`src/rtl/motor_pkg.sv`:
```
// Shared command codes and sequencer state encoding for the LMD18245 command path.
package motor_pkg;

  localparam logic [1:0] CMD_FWD   = 2'd0;
  localparam logic [1:0] CMD_REV   = 2'd1;
  localparam logic [1:0] CMD_BRAKE = 2'd2;

  typedef enum logic [1:0] {ST_BRAKE, ST_FWD, ST_REV, ST_DWELL} state_t;

  // Request codes 2 and 3 both collapse to BRAKE.
  function automatic state_t cmd_to_state(input logic [1:0] cmd);
    case (cmd)
      CMD_FWD: cmd_to_state = ST_FWD;
      CMD_REV: cmd_to_state = ST_REV;
      default: cmd_to_state = ST_BRAKE;
    endcase
  endfunction

  function automatic logic [1:0] state_to_cmd(input state_t st);
    case (st)
      ST_FWD:  state_to_cmd = CMD_FWD;
      ST_REV:  state_to_cmd = CMD_REV;
      default: state_to_cmd = CMD_BRAKE;
    endcase
  endfunction

endpackage

```
`src/rtl/cycle_timer.sv`:
```
// Loadable down-counter with a zero flag; shared between brake dwell and watchdog.
module cycle_timer #(
  parameter int CNT_W = 24
) (
  input  logic             clk,
  input  logic             rst_n,
  input  logic             clr,
  input  logic             load,
  input  logic [CNT_W-1:0] load_val,
  input  logic             dec,
  output logic             zero
);

  logic [CNT_W-1:0] cnt_q;

  always_ff @(posedge clk or negedge rst_n) begin
    if (!rst_n)                    cnt_q <= '0;
    else if (clr)                  cnt_q <= '0;
    else if (load)                 cnt_q <= load_val;
    else if (dec && cnt_q != '0)   cnt_q <= cnt_q - 1'b1;
  end

  assign zero = (cnt_q == '0);

endmodule

```
`src/rtl/motor_cmd_sequencer.sv`:
```
// Motor request sequencer: brake dwell before reversal, e-stop priority,
// optional stale-command watchdog enabled by defining MOTOR_WDOG_EN.
//
// state    | meaning
// ST_BRAKE | motor braked, waiting for FWD/REV
// ST_FWD   | driving forward
// ST_REV   | driving reverse
// ST_DWELL | forced brake before reversing into pend_q
module motor_cmd_sequencer
  import motor_pkg::*;
#(
  parameter int CNT_W        = 24,
  parameter int DWELL_CYCLES = 50000,
  parameter int WDOG_CYCLES  = 5000000
) (
  input  logic       clk,
  input  logic       rst_n,
  input  logic       req_valid,
  input  logic [1:0] req_cmd,
  output logic       req_ready,
  input  logic       estop,
  output logic [1:0] cmd_out,
  output logic       running,
  output logic       fault_wdog
);

`ifdef MOTOR_WDOG_EN
  localparam bit WDOG_EN = 1'b1;
`else
  localparam bit WDOG_EN = 1'b0;
`endif

  localparam logic [CNT_W-1:0] DWELL_LD = CNT_W'(DWELL_CYCLES - 1);
  localparam logic [CNT_W-1:0] WDOG_LD  = CNT_W'(WDOG_CYCLES - 1);

  state_t           state_q, state_d, pend_q, pend_d, req_st;
  logic             fault_q, fault_d;
  logic [1:0]       cmd_q, cmd_d;
  logic             run_q, run_d;
  logic             accept;
  logic             t_clr, t_load, t_dec, t_zero;
  logic [CNT_W-1:0] t_val;

  assign req_ready = !estop && (state_q != ST_DWELL);
  assign accept    = req_valid && req_ready;
  assign req_st    = cmd_to_state(req_cmd);

  cycle_timer #(.CNT_W(CNT_W)) u_timer (
    .clk      (clk),
    .rst_n    (rst_n),
    .clr      (t_clr),
    .load     (t_load),
    .load_val (t_val),
    .dec      (t_dec),
    .zero     (t_zero)
  );

  always_ff @(posedge clk or negedge rst_n) begin
    if (!rst_n) begin
      state_q <= ST_BRAKE;
      pend_q  <= ST_BRAKE;
      fault_q <= 1'b0;
      cmd_q   <= CMD_BRAKE;
      run_q   <= 1'b0;
    end else begin
      state_q <= state_d;
      pend_q  <= pend_d;
      fault_q <= fault_d;
      cmd_q   <= cmd_d;
      run_q   <= run_d;
    end
  end

  always_comb begin
    state_d = state_q;
    pend_d  = pend_q;
    fault_d = fault_q;
    t_clr   = 1'b0;
    t_load  = 1'b0;
    t_val   = DWELL_LD;
    t_dec   = 1'b0;
    if (estop) begin
      state_d = ST_BRAKE;
      pend_d  = ST_BRAKE;
      t_clr   = 1'b1;
    end else begin
      case (state_q)
        ST_BRAKE: if (accept) state_d = req_st;
        ST_FWD, ST_REV: begin
          t_dec = WDOG_EN;
          if (accept) begin
            if (req_st == ST_BRAKE || req_st == state_q) begin
              state_d = req_st;
            end else begin
              state_d = ST_DWELL;
              pend_d  = req_st;
            end
          end else if (WDOG_EN && t_zero) begin
            state_d = ST_BRAKE;
            fault_d = 1'b1;
          end
        end
        ST_DWELL: begin
          t_dec = 1'b1;
          if (t_zero) state_d = pend_q;
        end
        default: state_d = ST_BRAKE;
      endcase
      // A refresh or a fresh entry into a driving state re-arms the watchdog.
      if (state_d == ST_DWELL && state_q != ST_DWELL) begin
        t_load = 1'b1;
        t_val  = DWELL_LD;
      end else if (WDOG_EN && (state_d == ST_FWD || state_d == ST_REV) &&
                   (accept || state_d != state_q)) begin
        t_load = 1'b1;
        t_val  = WDOG_LD;
      end
      if (WDOG_EN && accept && req_st != ST_BRAKE) fault_d = 1'b0;
    end
  end

  always_comb begin
    cmd_d = state_to_cmd(state_d);
    run_d = (state_d == ST_FWD) || (state_d == ST_REV);
  end

  assign cmd_out    = cmd_q;
  assign running    = run_q;
  assign fault_wdog = fault_q;

endmodule
```
`config.mk`:
```
export PLATFORM = sky130hd
export DESIGN_NAME = motor_cmd_sequencer
export DESIGN_NICKNAME = d
export VERILOG_FILES = /design/src/rtl/motor_pkg.sv /design/src/rtl/cycle_timer.sv /design/src/rtl/motor_cmd_sequencer.sv
export SDC_FILE = /design/constraint.sdc
export NUM_CORES = 1
export LEC_CHECK = 0
export BUFFER_PORTS_ARGS = -buffer_cell sky130_fd_sc_hd__buf_2
export CAP_MARGIN = 20
export CORE_ASPECT_RATIO = 0.9
export CORE_MARGIN = 5
export CORE_UTILIZATION = 60
export CTS_CLUSTER_SIZE = 25
export DETAILED_ROUTE_END_ITERATION = 12
export GPL_ROUTABILITY_DRIVEN = 0
export GPL_TIMING_DRIVEN = 0
export PLACE_DENSITY = 0.78
export SYNTH_ARGS = -nofsm -noshare
export SYNTH_HDL_FRONTEND = slang
export SYNTH_HIERARCHICAL = 1
export SYNTH_SLANG_ARGS = --single-unit
export TNS_END_PERCENT = 10
```
`constraint.sdc`:
```
create_clock -name clk -period 8.3 [get_ports clk]
set_clock_uncertainty 0.15 [all_clocks]
set_input_delay 0 -clock clk [delete_from_list [all_inputs] [get_ports clk]]
set_output_delay 0 -clock clk [all_outputs]
set_load 0.02 [all_outputs]
```
=== Yosys cells after proc, flatten, opt, wreduce, memory -nomap -nowiden ===
Index checks and enable logic that the tools add are counted.

* Register bits: 31
* Input bits: 6
* Output and inout port bits: 5
* Logic and storage cells: 54

* $add $sub $neg: 1
* Equality and inequality tests: 10
* Muxes and demuxes: 21
* Reduce and logical (&&, ||, !) cells: 17

{| class="wikitable"
|+ Operator list
! operator !! number
|-
| two-way mux 24 bit || 3
|-
| logical NOT 24 bit || 1
|-
| nonzero test 24 bit || 1
|-
| subtractor 24 x 1 -> 24 bit, second input constant || 1
|-
| two-way mux 2 bit || 10
|-
| == test 2 bit, second input constant || 4
|-
| one-hot mux 2 bit (2 select lines) || 2
|-
| == test 2 x 1 -> 1 bit, second input constant || 3
|-
| logical NOT 2 bit || 3
|-
| one-hot mux 2 bit (3 select lines) || 1
|-
| two-way mux 1 bit || 5
|-
| logical AND 1 bit || 4
|-
| != test 2 bit, second input constant || 2
|-
| nonzero test 2 bit || 2
|-
| AND reduction 3 bit || 1
|-
| nonzero test 3 bit || 1
|-
| == test 2 bit || 1
|-
| logical OR 1 bit || 2
|-
| OR reduction 2 bit || 1
|-
| logical NOT 1 bit || 1
|}

=== Longest topological paths before layout ===
* Word-level depth: 14
* Mapped depth: 12
* Mapped depth without buffers: 11

=== By module ===
The synthesis kept the hierarchy.

{| class="wikitable"
|+ Modules (own cells, without submodules)
! module !! instances !! cells each !! area an instance (um2)
|-
| cycle_timer || 1 || 173 || 1,554.0
|-
| motor_cmd_sequencer || 1 || 47 || 474.2
|}

=== Worst setup path before layout ===
No wires, ideal clock.

* Kind: register to register
* Start point: register u_timer.cnt_q[8]
* End point: register run_q, in the netlist running
* Data arrival time: 2,502 ps
* Required time: 8,036 ps
* Slack: 5,533 ps
* Cell stages (with the launch flop): 11
* Period minus slack after synthesis: 2,767 ps
* Cells stage by stage: dfrtp_1 -> or4_4 -> or3_1 -> buf_2 -> nor2_1 -> mux2_2 -> nand2_1 -> a211o_1 -> o31ai_1 -> ha_1 -> inv_1

* Longest elaborated chain between the ends: 7

{| class="wikitable"
|+ Ends and longest elaborated chain
! what !! RTL line !! source
|-
| start, declared || cycle_timer.sv:14 || <nowiki>logic [CNT_W-1:0] cnt_q;</nowiki>
|-
| start signal, assigned || cycle_timer.sv:19 || <nowiki>else if (load) cnt_q <= load_val;</nowiki>
|-
| start signal, assigned || cycle_timer.sv:20 || <nowiki>else if (dec && cnt_q != '0) cnt_q <= cnt_q - 1'b1;</nowiki>
|-
| logical NOT 24 bit (*) || cycle_timer.sv:23 || <nowiki>assign zero = (cnt_q == '0);</nowiki>
|-
| via t_zero || motor_cmd_sequencer.sv:41 || <nowiki>logic t_clr, t_load, t_dec, t_zero;</nowiki>
|-
| two-way mux 2 bit (*) || motor_cmd_sequencer.sv:105 || <nowiki>if (t_zero) state_d = pend_q;</nowiki>
|-
| one-hot mux 2 bit (3 select lines) (*) || motor_cmd_sequencer.sv:87 || <nowiki>case (state_q)</nowiki>
|-
| two-way mux 2 bit (*) (2 in a row) || motor_cmd_sequencer.sv:82 || <nowiki>if (estop) begin</nowiki>
|-
| via state_d[1] || motor_cmd_sequencer.sv:36 || <nowiki>state_t state_q, state_d, pend_q, pend_d, req_st;</nowiki>
|-
| == test 2 x 1 -> 1 bit or == test 2 bit (tied branches) || motor_cmd_sequencer.sv:124 || <nowiki>run_d = (state_d == ST_FWD) || (state_d == ST_REV);</nowiki>
|-
| logical OR 1 bit (*) || motor_cmd_sequencer.sv:124 ||
|-
| via run_d || motor_cmd_sequencer.sv:39 || <nowiki>logic run_q, run_d;</nowiki>
|-
| end signal, assigned || motor_cmd_sequencer.sv:70 || <nowiki>run_q <= run_d;</nowiki>
|-
| end, declared || motor_cmd_sequencer.sv:39 ||
|}

Mark *: on every way through the listed nets, which the timed path passes. The rest lies on a longest branch. The select of a mux whose other input is x is not followed.
A chain may end at the register's enable or synchronous reset.

=== Worst setup path in the final report ===
* Start point: register state_q[0]
* End point: register u_timer.cnt_q[16]

* Longest elaborated chain between the ends: 12

{| class="wikitable"
|+ Ends and longest elaborated chain
! what !! RTL line !! source
|-
| start, declared || motor_cmd_sequencer.sv:36 ||
|-
| start signal, assigned || motor_cmd_sequencer.sv:66 || <nowiki>state_q <= state_d;</nowiki>
|-
| == test 2 bit or != test 2 bit (tied branches) || motor_cmd_sequencer.sv:92, motor_cmd_sequencer.sv:44, motor_cmd_sequencer.sv:110 ||
|-
| logical OR 1 bit or logical AND 1 bit (tied branches) || motor_cmd_sequencer.sv:92, motor_cmd_sequencer.sv:44 ||
|-
| two-way mux 2 bit or logical AND 1 bit (tied branches) || motor_cmd_sequencer.sv:92, motor_cmd_sequencer.sv:45 ||
|-
| two-way mux 2 bit (on tied branches) || motor_cmd_sequencer.sv:91, motor_cmd_sequencer.sv:88 ||
|-
| one-hot mux 2 bit (3 select lines) || motor_cmd_sequencer.sv:87 ||
|-
| two-way mux 2 bit || motor_cmd_sequencer.sv:82 ||
|-
| == test 2 bit || motor_cmd_sequencer.sv:110 || <nowiki>if (state_d == ST_DWELL && state_q != ST_DWELL) begin</nowiki>
|-
| logical AND 1 bit (*) || motor_cmd_sequencer.sv:110 ||
|-
| two-way mux 1 bit (*) || motor_cmd_sequencer.sv:110 ||
|-
| two-way mux 1 bit (*) || motor_cmd_sequencer.sv:82 ||
|-
| via t_load || motor_cmd_sequencer.sv:41 ||
|-
| two-way mux 24 bit || cycle_timer.sv:19 ||
|-
| two-way mux 24 bit || cycle_timer.sv:18 || <nowiki>else if (clr) cnt_q <= '0;</nowiki>
|}

Marks and branches as above.

==> summary.txt <==
RUN STATUS
--------------------------------------------------------------------------------------------------------
Run status ................................................................................ finished clean

LAYOUT
--------------------------------------------------------------------------------------------------------
Total area of sequential cells ............................................................     777 um^2
Multi-input gate area in the final layout .................................................    1240 um^2
Inserted Diodes ...........................................................................            0
Design Area, Final ........................................................................    2410 um^2
Number of nets in the final layout ........................................................          276
Layout cells sized above 1 ................................................................        12.0%
Final-layout fill cell count ..............................................................          257
Post-synthesis to final-layout area growth ................................................        18.7%

TIMING
--------------------------------------------------------------------------------------------------------
Worst slew margin .........................................................................        36.1%
Final worst-path cycle share ..............................................................        41.7%
Number of setup violations in the final report ............................................            0
Worst setup margin ........................................................................      4.84 ns
Post-Route Hold Slack .....................................................................     0.136 ns
Peak clock frequency supported by timing ..................................................      289 MHz
Least-Margin Pin Slew .....................................................................     0.950 ns
Setup TNS after final layout ..............................................................         0 ns
Number of hold violations in the final report .............................................            0
Setup repair after global routing missed its margin .......................................        false
Period minus WS final .....................................................................      3.46 ns
Max Slew Vio Count ........................................................................            0

PLACED DESIGN
--------------------------------------------------------------------------------------------------------
Setup WS pre-CTS ..........................................................................      4.88 ns
Number of buffers added on ports ..........................................................            9
DP Area ...................................................................................    2210 um^2
HPWL after detailed placement .............................................................      3150 um

ROUTING
--------------------------------------------------------------------------------------------------------
Pre-Repair DR Iteration Count .............................................................            4
Post-route antenna net violation count ....................................................            0
Via total after detailed routing ..........................................................        1,746
DR vias/cell ..............................................................................         5.63
Residual DRC count ........................................................................            0
Routed length per instance ................................................................      14.6 um
Final routed wirelength across all metal layers ...........................................      4510 um
Number of DRC markers after the initial detailed-route iteration ..........................          125

POWER
--------------------------------------------------------------------------------------------------------
Power Total ...............................................................................     0.355 mW
Combinational share of power ..............................................................         6.8%
Maximum ir drop on the vdd rail ...........................................................   0.000112 V
P_sw ......................................................................................    0.0737 mW
Power density over cell area ..............................................................  147 nW/um^2
Part of the total power dissipated in the clock network ...................................        49.9%
P_int .....................................................................................     0.281 mW
Reg power frac ............................................................................        43.3%
Switching Fraction ........................................................................        20.8%
Static Leakage ............................................................................      1.09 nW

SYNTHESIS
--------------------------------------------------------------------------------------------------------
Summed instance area of the synthesized netlist ...........................................    2030 um^2
Sequential area share after synthesis .....................................................        38.3%
Cell count after synthesis ................................................................          220
Count of flip-flops with a built-in enable after synthesis ................................            0
Distinct cells, synth .....................................................................           55
Synth async-reset ratio ...................................................................         100%
Most instantiated flip-flop cell in the synthesis netlist ................................. sky130_fd_sc_hd__dfrtp_1
Yosys Warn Count ..........................................................................            6
Number of synthesized register bits .......................................................           31
Mean cell area of the mapped netlist ......................................................    9.22 um^2

WORST SETUP PATH
--------------------------------------------------------------------------------------------------------
CP Data Required Time .....................................................................      8.32 ns
Kind of start point of the critical path ..................................................     register
Data arrival time of the worst path .......................................................      3.48 ns
Crit. Startpoint ..........................................................................   state_q[0]
Worst reg2reg startpoint ..................................................................   state_q[0]
Critical path endpoint category ...........................................................     register
Worst Path Class, Setup ................................................................... register to register
Maximum fanout along the worst path .......................................................           10

CLOCK NETWORK
--------------------------------------------------------------------------------------------------------
Clock sinks ...............................................................................           31
Clock Tree Root ........................................................................... sky130_fd_sc_hd__clkbuf_8
Post_cts resized ..........................................................................            0
Post-CTS clock slew at the launch and capture registers of the worst setup and hold paths .      0.07 ns
Clock latency of the later-clocked register in the worst-skew pair ........................      0.28 ns
Count of hold buffers inserted by post-cts repair .........................................            6
CTS Buffer Depth ..........................................................................            2
Number of buffers inserted to repair setup after CTS ......................................            0
Number of clock buffers inserted by TritonCTS .............................................            5
CTS tree ..................................................................................         done
H-tree lvl count ..........................................................................            2

GRT
--------------------------------------------------------------------------------------------------------
Maximum number of pins on one net before global-route repair ..............................           32
First-pass GRT wire length ................................................................      8290 um
Antenna violations before repair ..........................................................            0
Grt peak-use layer ........................................................................         met2
Number of global-route vias before repair .................................................        1,756
M1 GR Usage ...............................................................................        32.4%
Remaining Overflow, GRT ...................................................................            0
Met2 usage ................................................................................        33.6%
Global-route total usage across every layer ...............................................        22.4%
Met3 Resource Use GR ......................................................................        4.89%

MIN PATH
--------------------------------------------------------------------------------------------------------
Worst hold path startpoint ................................................................    req_valid
Hold WC Path Type ......................................................................... primary input to register

FLOORPLANNING
--------------------------------------------------------------------------------------------------------
Count of pins on the block boundary .......................................................           11
Placeable core area .......................................................................    3330 um^2
Die span in x .............................................................................      71.3 um
Starting density of the core ..............................................................        60.9%
Vert. Die Dim .............................................................................      65.2 um
Die area ..................................................................................    4640 um^2
Number of placement rows ..................................................................           20

FLOW RUN
--------------------------------------------------------------------------------------------------------
Maxcap violations .........................................................................            0

metal layers:
layer / up-vias / routed length, um
met5: - / 0
met2: 39 / 2070
li1: 886 / -
met1: 819 / 2200
met3: 2 / 234
met4: 0 / 14
through the flow:
step,utilization (%),std cells
2_1_floorplan,-,243
3_3_place_gp,66.5,296
3_5_place_dp,66.5,296
4_1_cts,72.3,310
5_1_grt,72.3,310
6_report,72.3,310
logic make-up (layout without fill, tap and decap cells):
group           after synthesis  count (layout)  share of synthesized area [%]
simple gates                 93              93                           26.3
compound gates               47              47                           18.3
flops                        31              31                           38.3
buf+inv                      23              46                           4.93
xor+xnor                     13              13                           5.61
mux                           6               6                           3.08
fa+ha+maj                     5               5                           3.08
other cells                   2              25                          0.370
worst max-delay path, cell delays in order (launching register included):
cell	delay, ns
sky130_fd_sc_hd__dfrtp_1	0.46
sky130_fd_sc_hd__ha_1	0.32
sky130_fd_sc_hd__nor3b_4	0.32
sky130_fd_sc_hd__o2111ai_2	0.27
sky130_fd_sc_hd__o32a_1	0.23
sky130_fd_sc_hd__nor3_1	0.55
sky130_fd_sc_hd__inv_1	0.16
sky130_fd_sc_hd__clkbuf_1	0.26
sky130_fd_sc_hd__clkbuf_1	0.31
sky130_fd_sc_hd__a211oi_1	0.32
registers in the layout, summed over array words and instances, names as in the netlist:
name / flops
state_q: 2
pend_q: 2
running: 1
cmd_out: 2
u_timer/cnt_q: 24
final cells by class:
type / instances / share of cell area, %
Buffer: 12 / 2.44
Clock buffer: 6 / 3.01
Clock inverter: 2 / 2.49
Inverter: 11 / 1.72
Multi-Input combinational cell: 189 / 51.4
Sequential cell: 31 / 32.3
Tap cell: 44 / 2.29
Timing Repair Buffer: 15 / 4.37
synthesized netlist by cell type, types with 2 or more instances:
| master | count | area, um^2 |
|---|---|---|
| sky130_fd_sc_hd__nor2b_1 | 3 | 18.8 |
| sky130_fd_sc_hd__nand2_1 | 6 | 22.5 |
| sky130_fd_sc_hd__o2111ai_1 | 2 | 17.5 |
| sky130_fd_sc_hd__mux2i_1 | 4 | 40.0 |
| sky130_fd_sc_hd__o211ai_1 | 5 | 37.5 |
| sky130_fd_sc_hd__nand4_1 | 2 | 12.5 |
| sky130_fd_sc_hd__a221o_1 | 2 | 20.0 |
| sky130_fd_sc_hd__conb_1 | 2 | 7.51 |
| sky130_fd_sc_hd__nor3b_1 | 2 | 15.0 |
| sky130_fd_sc_hd__dfrtp_1 | 30 | 751 |
| sky130_fd_sc_hd__nor2_1 | 26 | 97.6 |
| sky130_fd_sc_hd__nand3_1 | 12 | 60.1 |
| sky130_fd_sc_hd__o21a_1 | 2 | 15.0 |
| sky130_fd_sc_hd__clkbuf_1 | 8 | 30.0 |
| sky130_fd_sc_hd__o21ai_0 | 2 | 10.0 |
| sky130_fd_sc_hd__ha_1 | 5 | 62.6 |
| sky130_fd_sc_hd__a211oi_1 | 13 | 97.6 |
| sky130_fd_sc_hd__nand2b_1 | 4 | 25.0 |
| sky130_fd_sc_hd__nor4_1 | 7 | 43.8 |
| sky130_fd_sc_hd__xor2_1 | 12 | 105 |
| sky130_fd_sc_hd__or4_1 | 5 | 37.5 |
| sky130_fd_sc_hd__mux2_2 | 2 | 22.5 |
| sky130_fd_sc_hd__or3b_1 | 2 | 17.5 |
| sky130_fd_sc_hd__nand3b_1 | 2 | 15.0 |
| sky130_fd_sc_hd__or2_2 | 2 | 12.5 |
| sky130_fd_sc_hd__a21oi_1 | 5 | 25.0 |
| sky130_fd_sc_hd__o31a_1 | 2 | 17.5 |
| sky130_fd_sc_hd__or3_1 | 2 | 12.5 |
| sky130_fd_sc_hd__a31oi_1 | 3 | 18.8 |
| sky130_fd_sc_hd__nor3_1 | 8 | 40.0 |
| sky130_fd_sc_hd__inv_1 | 11 | 41.3 |
| sky130_fd_sc_hd__a32oi_1 | 4 | 35.0 |
power by group through the flow:
stage          logic (mW)  registers, mW  clock network (mW)
2_1_floorplan      0.0126          0.157                   0
3_3_place_gp       0.0218          0.156                   0
3_5_place_dp       0.0222          0.156                   0
4_1_cts            0.0241          0.154               0.180
5_1_grt            0.0280          0.154               0.188
6_report           0.0242          0.154               0.177
layout by cell type (no fill, tap or decap), types with 3 or more instances in the layout:
cell,n
sky130_fd_sc_hd__xor2_1,12
sky130_fd_sc_hd__clkbuf_8,5
sky130_fd_sc_hd__ha_1,5
sky130_fd_sc_hd__dlygate4sd3_1,6
sky130_fd_sc_hd__buf_2,10
sky130_fd_sc_hd__a21oi_1,5
sky130_fd_sc_hd__a211oi_1,13
sky130_fd_sc_hd__conb_1,25
sky130_fd_sc_hd__dfrtp_1,30
sky130_fd_sc_hd__nor4_1,7
sky130_fd_sc_hd__mux2i_1,4
sky130_fd_sc_hd__nand2_1,6
sky130_fd_sc_hd__inv_1,11
sky130_fd_sc_hd__a31oi_1,3
sky130_fd_sc_hd__a32oi_1,4
sky130_fd_sc_hd__nor3_1,8
sky130_fd_sc_hd__nand3_1,12
sky130_fd_sc_hd__nor2_1,26
sky130_fd_sc_hd__o211ai_1,5
sky130_fd_sc_hd__nor2b_1,3
sky130_fd_sc_hd__nand2b_1,4
sky130_fd_sc_hd__or4_1,5
sky130_fd_sc_hd__clkbuf_1,9
path summary, 6_finish.rpt:
kind / to / slack [ns] / cells past startpoint
worst min-delay path: pend_q[1] / 0.14 / 4
worst min register to register: pend_q[1] / 0.39 / 2
min in group asynchronous: cmd_out[0] / 0.16 / 2
worst max-delay path: u_timer/cnt_q[16] / 4.84 / 9
worst max register to register: u_timer/cnt_q[16] / 4.84 / 9
max in group asynchronous: u_timer/cnt_q[2] / 7.39 / 2
Note: power is estimated with default switching activity, not from simulation.
